$ cat config.mk
export PLATFORM = sky130hd
export DESIGN_NAME = cov_estimator
export DESIGN_NICKNAME = d
export VERILOG_FILES = /design/src/rtl/cov_estimator.sv
export SDC_FILE = /design/constraint.sdc
export NUM_CORES = 2
export LEC_CHECK = 0
export CORE_UTILIZATION = 24
export CTS_CLUSTER_DIAMETER = 80
export CTS_CLUSTER_SIZE = 40
export DETAILED_ROUTE_END_ITERATION = 6
export PLACE_DENSITY = 0.47
export SYNTH_ARGS = -nofsm -noshare
export SYNTH_HDL_FRONTEND = slang
export SYNTH_SLANG_ARGS = --single-unit
export TNS_END_PERCENT = 30
$ cat constraint.sdc
create_clock -name clk_100mhz -period 28.5 [get_ports clk_100mhz]
set_clock_uncertainty 0.2 [all_clocks]
set_input_delay 7.125 -clock clk_100mhz [delete_from_list [all_inputs] [get_ports clk_100mhz]]
set_output_delay 7.125 -clock clk_100mhz [all_outputs]
set_load 0.01 [all_outputs]
$ cat src/rtl/cov_estimator.sv
// Windowed 4x4 sample covariance of Q4.12 return vectors, computed with one
// time-multiplexed 16x16 signed multiplier and published through valid/ack.
module cov_estimator #(
    parameter int LOG_N = 2,
    parameter int W     = 16
) (
    input  logic                    clk_100mhz,
    input  logic                    reset,
    input  logic                    ret_valid,
    output logic                    ret_ready,
    input  logic [0:3][W-1:0]       ret,
    output logic [0:3][0:3][W-1:0]  cov,
    output logic                    cov_valid,
    input  logic                    cov_ack,
    output logic                    overrun
);
    localparam int SW    = W + LOG_N;
    localparam int PW    = 2 * W + LOG_N;
    localparam int NPAIR = 10;
    localparam logic [LOG_N:0] LAST_CNT = (LOG_N + 1)'((1 << LOG_N) - 1);

    typedef enum logic [1:0] {IDLE, MAC, FIN, PUB} state_t;

    // Upper-triangle pair walked by both MAC and FIN: k -> (i, j).
    function automatic logic [1:0] pair_i(input logic [3:0] k);
        case (k)
            4'd0, 4'd1, 4'd2, 4'd3: return 2'd0;
            4'd4, 4'd5, 4'd6:       return 2'd1;
            4'd7, 4'd8:             return 2'd2;
            default:                return 2'd3;
        endcase
    endfunction

    function automatic logic [1:0] pair_j(input logic [3:0] k);
        case (k)
            4'd0:             return 2'd0;
            4'd1, 4'd4:       return 2'd1;
            4'd2, 4'd5, 4'd7: return 2'd2;
            default:          return 2'd3;
        endcase
    endfunction

    state_t                r_state;
    state_t                w_next;
    logic [3:0]            r_k;
    logic [LOG_N:0]        r_cnt;
    logic signed [W-1:0]   r_x   [0:3];
    logic signed [SW-1:0]  r_s   [0:3];
    logic signed [PW-1:0]  r_p   [0:NPAIR-1];
    logic [W-1:0]          r_buf [0:NPAIR-1];

    logic [1:0]            w_i;
    logic [1:0]            w_j;
    logic                  w_last_k;
    logic                  w_accept;
    logic signed [W-1:0]   w_mi;
    logic signed [W-1:0]   w_mj;
    logic signed [W-1:0]   w_mul_a;
    logic signed [W-1:0]   w_mul_b;
    logic signed [2*W-1:0] w_prod;
    logic signed [PW-1:0]  w_prod_ext;
    logic signed [PW-1:0]  w_c;
    logic signed [PW-1:0]  w_r;
    logic [PW-W:0]         w_hi;
    logic [W-1:0]          w_sat;

    assign w_i      = pair_i(r_k);
    assign w_j      = pair_j(r_k);
    assign w_last_k = (r_k == 4'd9);
    assign w_accept = ret_valid && ret_ready;

    // The single multiplier squares samples in MAC and multiplies means in FIN.
    assign w_mi       = W'(r_s[w_i] >>> LOG_N);
    assign w_mj       = W'(r_s[w_j] >>> LOG_N);
    assign w_mul_a    = (r_state == FIN) ? w_mi : r_x[w_i];
    assign w_mul_b    = (r_state == FIN) ? w_mj : r_x[w_j];
    assign w_prod     = w_mul_a * w_mul_b;
    assign w_prod_ext = {{LOG_N{w_prod[2*W-1]}}, w_prod};

    assign w_c  = (r_p[r_k] >>> LOG_N) - w_prod_ext;
    assign w_r  = w_c >>> 12;
    assign w_hi = w_r[PW-1:W-1];
    assign w_sat = (w_hi == '0 || w_hi == '1) ? w_r[W-1:0]
                 : (w_r[PW-1] ? {1'b1, {(W-1){1'b0}}} : {1'b0, {(W-1){1'b1}}});

    always_ff @(posedge clk_100mhz) begin
        if (reset) r_state <= IDLE;
        else       r_state <= w_next;
    end

    always_comb begin
        // NOTE: every output of this block gets a default first, so no path infers a latch.
        w_next    = r_state;
        ret_ready = 1'b0;
        case (r_state)
            IDLE: begin
                ret_ready = 1'b1;
                if (ret_valid) w_next = MAC;
            end
            MAC:     if (w_last_k) w_next = (r_cnt == LAST_CNT) ? FIN : IDLE;
            FIN:     if (w_last_k) w_next = PUB;
            PUB:     w_next = IDLE;
            default: w_next = IDLE;
        endcase
    end

    always_ff @(posedge clk_100mhz) begin
        // NOTE: the accumulators are reset as well, so a mid-window reset discards the partial window.
        if (reset) begin
            r_k       <= '0;
            r_cnt     <= '0;
            cov       <= '0;
            cov_valid <= 1'b0;
            overrun   <= 1'b0;
            for (int n = 0; n < 4; n++) begin
                r_x[n] <= '0;
                r_s[n] <= '0;
            end
            for (int n = 0; n < NPAIR; n++) begin
                r_p[n]   <= '0;
                r_buf[n] <= '0;
            end
        end else begin
            r_k <= ((r_state == MAC || r_state == FIN) && !w_last_k) ? r_k + 4'd1 : 4'd0;

            if (w_accept) begin
                for (int n = 0; n < 4; n++) begin
                    r_x[n] <= ret[n];
                    r_s[n] <= r_s[n] + {{LOG_N{ret[n][W-1]}}, ret[n]};
                end
            end

            if (r_state == MAC) begin
                r_p[r_k] <= r_p[r_k] + w_prod_ext;
                if (w_last_k) r_cnt <= r_cnt + 1'b1;
            end

            if (r_state == FIN) r_buf[r_k] <= w_sat;

            if (r_state == PUB) begin
                for (int n = 0; n < NPAIR; n++) begin
                    cov[pair_i(4'(n))][pair_j(4'(n))] <= r_buf[n];
                    cov[pair_j(4'(n))][pair_i(4'(n))] <= r_buf[n];
                    r_p[n] <= '0;
                end
                for (int n = 0; n < 4; n++) r_s[n] <= '0;
                r_cnt     <= '0;
                cov_valid <= 1'b1;
                if (cov_valid && !cov_ack) overrun <= 1'b1;
            end else if (cov_valid && cov_ack) begin
                cov_valid <= 1'b0;
            end
        end
    end
endmodule

==> flow_metrics.env <==
export IMPL_post_cts_setup_buffers=0
export IMPL_worst_setup_path_start_kind="register"
export IMPL_drv_slew=0
export IMPL_reg2reg_from="r_k[0]"
export IMPL_drv_cap=0
export IMPL_wl_um=181200
export IMPL_clk_pin_slew_ns=0.13
export IMPL_hp_class="reg2reg"
export IMPL_whs_path_depth=2
export IMPL_drc=0
export IMPL_max_slew_margin_pct=13.63
export IMPL_hold_violations=0
export IMPL_max_stage_delay_ns=0.94
export IMPL_cpLargestDelayFamily="adder cells"
export IMPL_synthArstFlopShare_pct=0
export IMPL_finalSetupTns_ns=0
export IMPL_crit_type="reg2reg"
export IMPL_cts_hold_buf=0
export IMPL_seq_area_frac_synth_pct=49.12
export IMPL_r2r_slack_ns=13.85
export IMPL_n_antenna_cell=0
export IMPL_crit_required_ns=28.75
export IMPL_rsz0062_at_grt="no"
export IMPL_cts_resized=0
export IMPL_start_util_pct=24.23
export IMPL_place_congestion=0.8459
export IMPL_rr_endpoint="r_buf[7][12]"
export IMPL_cp_arrival_ns=14.90
export IMPL_hold_path_end="cov[166]"
export IMPL_core_area_sq_um=238700
export IMPL_ff2ff_path_depth=45
export IMPL_area_delta_synth_final_pct=14.33
export IMPL_synth_area_sq_um=57840
export IMPL_ys_flop_type="edfxtp_1"
export IMPL_vias=37880
export IMPL_io_pins=327
export IMPL_hpwl_um=121400
export IMPL_place_area_sq_um=64110
export IMPL_final_nets=5412
export IMPL_cts_tree="yes"
export IMPL_htree_levels=2
export IMPL_gr_total_overflow=0
export IMPL_clock_path_buffers=3
export IMPL_layout_common_cells="804 x edfxtp_1, 756 x nor2_1, 445 x inv_1, 325 x clkdlybuf4s50_1, 315 x nand2_1"
export IMPL_fin_crit_sh_pct=51.41
export IMPL_fin_crit_ns=14.65
export IMPL_synth_enable_flop_cells=804
export IMPL_antenna_found_initial=2
export IMPL_row_count=179
export IMPL_path_buf_inv=9
export IMPL_wl_per_cell_um=22.42
export IMPL_grt_pass1_vias=38040
export IMPL_ys_warn_count=0
export IMPL_final_common_cell="edfxtp_1"
export IMPL_hp_start="r_buf[4][6]"
export IMPL_synth_avg_cell_area_sq_um=12.03
export IMPL_grt_first_pass_wirelength_um=266200
export IMPL_syn_inst=4806
export IMPL_fin_area_sq_um=66130
export IMPL_clkSinkCount=1017
export IMPL_cp_depth=45
export IMPL_root_buffer="clkbuf_16"
export IMPL_grt_use_total_pct=14.68
export IMPL_portBuffers=326
export IMPL_firstDrtPassIters=5
export IMPL_ys_types=84
export IMPL_status="finished clean"
export IMPL_crit_path_end_kind="register"
export IMPL_cp_max_fo=76
export IMPL_clk_latency_ns=0.75
export IMPL_layout_drive_gt1_share_pct=9.945
export IMPL_tightest_slew_ns=1.286
export IMPL_die_w_um=492.9
export IMPL_ant_nets=0
export IMPL_setup_violations=0
export IMPL_drt_vias_per_instance=4.685
export IMPL_grt_max_degree=79
export IMPL_cp_slowest_cell="and2_2"
export IMPL_ys_ff_latch=1017
export IMPL_die_h_um=492.9
export IMPL_dieArea_sq_um=243000
export IMPL_fmax_mhz=68.25
export IMPL_syn_nets=5343
export IMPL_drt_iter0_drc=2909
export IMPL_cts_buffers=50
[stage by stage]
| stage | worst slack [ns] | instances | hold WS, ns | util, % |
|---|---|---|---|---|
| after global placement | 14.18 | 7990 | 0.2455 | 26.85 |
| after floorplan | 16.68 | 4806 | 0.2400 | - |
| after global routing | 13.14 | 8084 | 0.2816 | 27.70 |
| final | 13.85 | 8084 | 0.2601 | 27.70 |
| after CTS | 13.89 | 8084 | 0.2629 | 27.70 |
| after detailed placement | 13.98 | 7990 | 0.2529 | 26.85 |
[synth_stat cells (7+ instances only)]
library cell | n | area share, %
a31oi_1 | 11 | 0.12
or3_1 | 10 | 0.11
fa_1 | 267 | 9.2
or2_2 | 14 | 0.15
buf_2 | 26 | 0.22
a211oi_2 | 9 | 0.19
edfxtp_1 | 804 | 42
mux4_2 | 232 | 9.0
a21o_1 | 32 | 0.42
ha_1 | 202 | 4.4
buf_1 | 39 | 0.25
nand3_1 | 38 | 0.33
nor3_1 | 57 | 0.49
o21ai_0 | 76 | 0.66
buf_6 | 10 | 0.19
inv_1 | 446 | 2.9
o211ai_1 | 9 | 0.12
nand2_1 | 326 | 2.1
maj3_1 | 13 | 0.22
nor2_1 | 762 | 4.9
o21a_1 | 15 | 0.19
xnor2_1 | 98 | 1.5
nand4_1 | 12 | 0.13
nand2b_1 | 24 | 0.26
and2_1 | 27 | 0.29
o31ai_1 | 8 | 0.10
xor2_1 | 40 | 0.61
a21oi_1 | 144 | 1.2
nor2b_1 | 12 | 0.13
dfxtp_1 | 213 | 7.4
a21boi_0 | 19 | 0.25
buf_4 | 100 | 1.3
and3_1 | 75 | 0.81
a211oi_1 | 138 | 1.8
o21bai_1 | 22 | 0.29
o2111ai_1 | 7 | 0.11
mux2i_1 | 173 | 3.0
clkbuf_1 | 209 | 1.4
[kinds of logic (layout without fill, tap and decap cells)]
logic type | count (synthesis) | after routing | synth area share, %
adder cells (fa/ha/maj) | 484 | 484 | 13.88
AND/OR/NAND/NOR | 1374 | 1374 | 9.992
AO/OA/AOI/OAI | 552 | 552 | 6.548
multiplexers | 407 | 407 | 12.07
XOR/XNOR | 140 | 140 | 2.168
flip-flops | 1017 | 1017 | 49.12
buffers and inverters | 832 | 943 | 6.235
[routing by layer]
metal / track usage [%] / wire length, um / vias up
li1: - / - / 16870
met1: 20.50 / 82760 / 19740
met5: 0 / 0 / -
met3: 1.546 / 8441 / 170
met2: 24.54 / 86510 / 1104
met4: 2.960 / 3511 / 0
[final cells by class]
cell class | count | area [sq um]
Timing Repair Buffer | 401 | 3827
Inverter | 448 | 1682
Fill cell | 24590 | 172600
Tap cell | 3167 | 3963
Sequential cell | 1017 | 28420
Clock buffer | 52 | 1301
Multi-Input combinational cell | 2957 | 26220
Clock inverter | 42 | 720.7
[registers in the layout, summed over array words and instances (netlist names), named ones only]
name,cells
cov_valid,1
r_cnt,3
w_i,2
r_k,4
r_p,544
overrun,1
r_x,64
r_s,72
r_buf,160
cov,160
r_state,1
[how the worst max path moves through the flow]
stage | endpoint | slack, ns | start
2_1_floorplan | r_buf[9][10] | 16.68 | r_k[0]
5_1_grt | r_buf[7][12] | 13.14 | r_k[0]
6_report | r_buf[7][12] | 13.85 | r_k[0]
3_5_place_dp | r_buf[7][12] | 13.98 | r_k[0]
3_3_place_gp | r_buf[8][1] | 14.18 | r_k[0]
4_1_cts | r_buf[7][12] | 13.89 | r_k[0]
[worst reg2reg max path, delay by kind of cell, from the launching register on]
family,cells,cell delay (ns)
DFF,1,0.41
adders and majority gates,12,5.24
xor gates and xnor gates,1,0.19
and+or+nand+nor,4,1.51
buffers and inverters,9,2.31
AOI/OAI and AO/OA,17,3.71
muxes,2,0.78
Power is not shown: default switching activity piles up to over one toggle a cycle in this logic, so the estimate is an artifact.
